===== src/rtl/gate_sweep_ctrl.sv =====
// gate_sweep_ctrl: sweeps a 2-input gate through Gray-ordered vectors and captures its truth table.
// Optional self-check (expected_tt/pass) is enabled with GATE_SWEEP_CHECK_EN.
module gate_sweep_ctrl #(
    parameter int DWELL = 4
) (
    input  logic       clk,
    input  logic       reset,
    input  logic       start,
    input  logic       gate_out,
    output logic       in_1,
    output logic       in_2,
    output logic       busy,
    output logic       done,
    output logic [3:0] truth_table
`ifdef GATE_SWEEP_CHECK_EN
    ,
    input  logic [3:0] expected_tt,
    output logic       pass
`endif
);
    typedef enum logic [1:0] {IDLE, APPLY, DONE} state_t;
    state_t      state_q, state_d;
    logic [1:0]  idx_q, idx_d, vec_q, vec_d, idx_nx;
    logic [7:0]  cnt_q, cnt_d;
    logic        busy_q, busy_d, done_q, done_d;
    logic [3:0]  tt_q, tt_d;
    logic        pass_q, pass_d;
    logic        last;
    logic [3:0]  exp_tt;
`ifdef GATE_SWEEP_CHECK_EN
    assign exp_tt = expected_tt;
    assign pass   = pass_q;
`else
    assign exp_tt = 4'b0000;
`endif
    assign idx_nx = idx_q + 2'd1;
    assign last   = cnt_q == 8'(DWELL - 1);
    always_comb begin
        state_d = state_q;
        idx_d   = idx_q;
        cnt_d   = cnt_q;
        vec_d   = vec_q;
        busy_d  = busy_q;
        done_d  = 1'b0;
        tt_d    = tt_q;
        pass_d  = pass_q;
        case (state_q)
            IDLE: if (start) begin
                state_d = APPLY;
                idx_d   = 2'd0;
                cnt_d   = 8'd0;
                vec_d   = 2'b00;
                busy_d  = 1'b1;
                tt_d    = 4'b0000;
                pass_d  = 1'b0;
            end
            APPLY: if (last) begin
                tt_d[vec_q] = gate_out;
                cnt_d       = 8'd0;
                idx_d       = idx_nx;
                vec_d       = {idx_nx[1], idx_nx[1] ^ idx_nx[0]};
                if (idx_q == 2'd3) begin
                    state_d = DONE;
                    vec_d   = 2'b00;
                    busy_d  = 1'b0;
                    done_d  = 1'b1;
                    pass_d  = tt_d == exp_tt;
                end
            end else begin
                cnt_d = cnt_q + 8'd1;
            end
            default: state_d = IDLE;
        endcase
    end
    always_ff @(posedge clk) begin
        if (reset) begin
            state_q <= IDLE;
            idx_q   <= 2'd0;
            cnt_q   <= 8'd0;
            vec_q   <= 2'b00;
            busy_q  <= 1'b0;
            done_q  <= 1'b0;
            tt_q    <= 4'b0000;
            pass_q  <= 1'b0;
        end else begin
            state_q <= state_d;
            idx_q   <= idx_d;
            cnt_q   <= cnt_d;
            vec_q   <= vec_d;
            busy_q  <= busy_d;
            done_q  <= done_d;
            tt_q    <= tt_d;
            pass_q  <= pass_d;
        end
    end
    assign {in_1, in_2} = vec_q;
    assign busy         = busy_q;
    assign done         = done_q;
    assign truth_table  = tt_q;
endmodule


===== config.mk =====
export PLATFORM = sky130hd
export DESIGN_NAME = gate_sweep_ctrl
export DESIGN_NICKNAME = d
export VERILOG_FILES = /design/src/rtl/gate_sweep_ctrl.sv
export SDC_FILE = /design/constraint.sdc
export NUM_CORES = 1
export LEC_CHECK = 0
export CAP_MARGIN = 15
export CORE_MARGIN = 1.5
export CORE_UTILIZATION = 52
export CTS_CLUSTER_SIZE = 30
export DETAILED_ROUTE_END_ITERATION = 6
export MAX_ROUTING_LAYER = met4
export PLACE_DENSITY = 0.86
export SYNTH_ARGS = -nofsm -noshare
export SYNTH_HDL_FRONTEND = slang
export SYNTH_SLANG_ARGS = --single-unit

===== constraint.sdc =====
create_clock -name clk -period 1.8 [get_ports clk]
set_input_delay 0.27 -clock clk [delete_from_list [all_inputs] [get_ports clk]]
set_output_delay 0.27 -clock clk [all_outputs]
set_load 0.03 [all_outputs]

==> flow_metrics.env <==
export IMPL_outcome="finished with violations"
export IMPL_failed_checks="DRC"
export IMPL_maxCapViolCount=0
export IMPL_coreArea_um2=1560
export IMPL_wire_per_inst_um=16.1
export IMPL_synth_simple_gate_area_share_pct=22.5
export IMPL_grt_pass1_wl_um=3560
export IMPL_synthAdderAreaFrac_pct=2.79
export IMPL_ys_seq_area_share_pct=42.5
export IMPL_start_util_pct=57.5
export IMPL_mostFrequentLayoutCell="dfxtp_1"
export IMPL_antenna_cells=0
export IMPL_critPathCaptureType="primary output"
export IMPL_synth_top_area_share_pct=42.5
export IMPL_first_global_vias=743
export IMPL_rsz0062_at_grt="no"
export IMPL_synth_top_cell_by_area="dfxtp_1"
export IMPL_path_buf_inv=1
export IMPL_tightest_slew_ps=602
export IMPL_synth_seq_cells=19
export IMPL_hold_viol=0
export IMPL_drtPass1Iterations=6
export IMPL_final_cell_mix="18 x dfxtp_1, 10 x clkdlybuf4s50_1, 6 x nand2_1, 6 x o21ai_0, 6 x buf_4"
export IMPL_drc_errors=2
export IMPL_synth_xor_area_share_pct=4.89
export IMPL_crit_required_ps=1530
export IMPL_yosysUniqueCellTypes=37
export IMPL_startpoint_type="register"
export IMPL_postSynth_asyncResetShare_pct=0
export IMPL_max_slew_margin_pct=59.6
export IMPL_vias=838
export IMPL_grt_usage_pct=26.5
export IMPL_h_tree_depth=1
export IMPL_drive_gt1_share_pct=15.4
export IMPL_clk_latency_ps=310
export IMPL_fin_setup_tns_ps=0
export IMPL_period_needed_ps=1720
export IMPL_cts_sinks=19
export IMPL_critPathMaxStageDelay_ps=700
export IMPL_hold_slack_ps=494
export IMPL_die_y_um=44.5
export IMPL_leakage_nw=0.400
export IMPL_synth_flop_cell="dfxtp_1"
export IMPL_synth_compound_area_share_pct=21.5
export IMPL_clock_skew_ps=4.04
export IMPL_final_nets=124
export IMPL_synthCells=99
export IMPL_synth_area_um2=896
export IMPL_vias_per_cell=6.30
export IMPL_path_cells="clkdlybuf4s50_1"
export IMPL_area_delta_synth_final_pct=23.7
export IMPL_dieArea_um2=1980
export IMPL_clk_pin_slew_worst_paths_ps=100
export IMPL_hold_buffers=0
export IMPL_cts_buffer_depth=2
export IMPL_routed_wl_um=2140
export IMPL_avgSynthCellArea_um2=9.05
export IMPL_post_place_cells=128
export IMPL_cp_max_fo=6
export IMPL_cts_made_buffers=3
export IMPL_p_total_uw=761
export IMPL_cts_root_buffer_cell="clkbuf_4"
export IMPL_multiInputGateArea_um2=508
export IMPL_die_x_um=44.5
export IMPL_fillers=121
export IMPL_vdd_drop_max_mv=0.576
export IMPL_ios=12
export IMPL_timing_final_crit_share_pct=95.5
export IMPL_path_delay_family="buffers and inverters"
export IMPL_grt_max_degree=12
export IMPL_synth_top_family_by_area="simple AND/OR/NAND/NOR gates"
export IMPL_fin_cells=133
export IMPL_dp_hpwl_um=1550
export IMPL_max_freq_mhz=582
export IMPL_initialDrtViolationCount=29
export IMPL_critical_path_class="reg2out"
export IMPL_setup_violations=0
export IMPL_antenna_found_initial=0
export IMPL_syn_nets=105
export IMPL_synth_edf_count=0
export IMPL_grt_overflow_total=0
export IMPL_synth_area_leaders="dfxtp_1 42%, xor2_1 4.9%, o21ai_0 3.4%, o311ai_0 2.9%, a21oi_1 2.8%"
export IMPL_regArea_um2=382
export IMPL_hold_path_class="reg2reg"
export IMPL_yosysWarningCount=0
export IMPL_worstPathArrival_ps=1450
export IMPL_rows=14
export IMPL_drtAntennaViolNets=0
export IMPL_power_density_nw_per_um2=686
export IMPL_synth_mux_area_share_pct=2.37
export IMPL_cts_tree="yes"
export IMPL_cpMaxStageDelayCell="clkdlybuf4s50_1"
export IMPL_gp_congestion=0.863
export IMPL_slew_viol_final=0
export IMPL_portBuffers=11
area by class of cell:
type                    instances  share of cell area, %
well taps                      16                   1.81
flip-flops and latches         19                   34.4
multi-input cells              72                   45.8
inverters                       5                   1.69
repair buffers                 17                   13.9
clock buffers                   4                   2.37
flip-flops by register name, summed over array words and instances (netlist names):
signal,cells
idx_q,1
truth_table,4
state_q,2
busy,1
cnt_q,8
vec_q,2
done,1
synth_stat cells (3+ instances only):
library cell	number
o21ai_0	6
nor3_1	5
nand2_1	6
dfxtp_1	19
inv_1	5
nand4_1	4
xor2_1	5
nand3_1	4
o311ai_0	3
a21oi_1	5
nor2_1	6
cell families (layout without fill, tap and decap cells):
group           count (synthesis)  count (layout)
fa+ha+maj                       2               2
simple gates                   35              35
mux                             2               2
xor+xnor                        5               5
compound gates                 28              28
buf+inv                         8              26
flops                          19              19
worst paths after layout:
path	start	end	slack (ps)	cells past startpoint
setup / recovery	vec_q[0]$_SDFFE_PP0P_	in_2	80	1
hold / removal	truth_table[1]$_SDFFE_PP0P_	truth_table[1]$_SDFFE_PP0P_	490	2
setup reg to reg	cnt_q[1]$_SDFFE_PP0P_	idx_q[0]$_SDFFE_PP0P_	120	5
hold reg to reg	truth_table[1]$_SDFFE_PP0P_	truth_table[1]$_SDFFE_PP0P_	490	2
repair_timing:
action	4_1_cts	5_1_grt
gates cloned	0	0
resized for setup	1	7
pin swaps	0	1
buffers inserted	0	1
endpoints found under the setup margin	1	7
report_power, final:
part	internal (mW)	switching [mW]	leakage, nW
clock	0.0867	0.129	0.0150
combinational	0.0454	0.0555	0.231
sequential	0.431	0.0134	0.155
worst register-to-register path: stages, from the launching register on:
cell	delay (ps)
dfxtp_1	390
ha_4	170
nor4b_4	330
a21oi_4	150
or4_1	430
a21oi_1	140
routing by layer:
metal  GRT usage [%]  wire (µm)
met1            31.8        967
met2            41.2       1040
met3            6.12         80
met4            13.3         49
met5               -          0
through the flow:
step / util, % / setup WS, ps / instance area (µm²)
floorplan: - / 149 / 896
global placement: 67.4 / 94.6 / 1050
detailed placement: 67.4 / 17.9 / 1050
CTS: 69.0 / 16.7 / 1080
global route: 71.1 / 7.87 / 1110
finish: 71.1 / 81.8 / 1110
(Power assumes the default switching activity.)
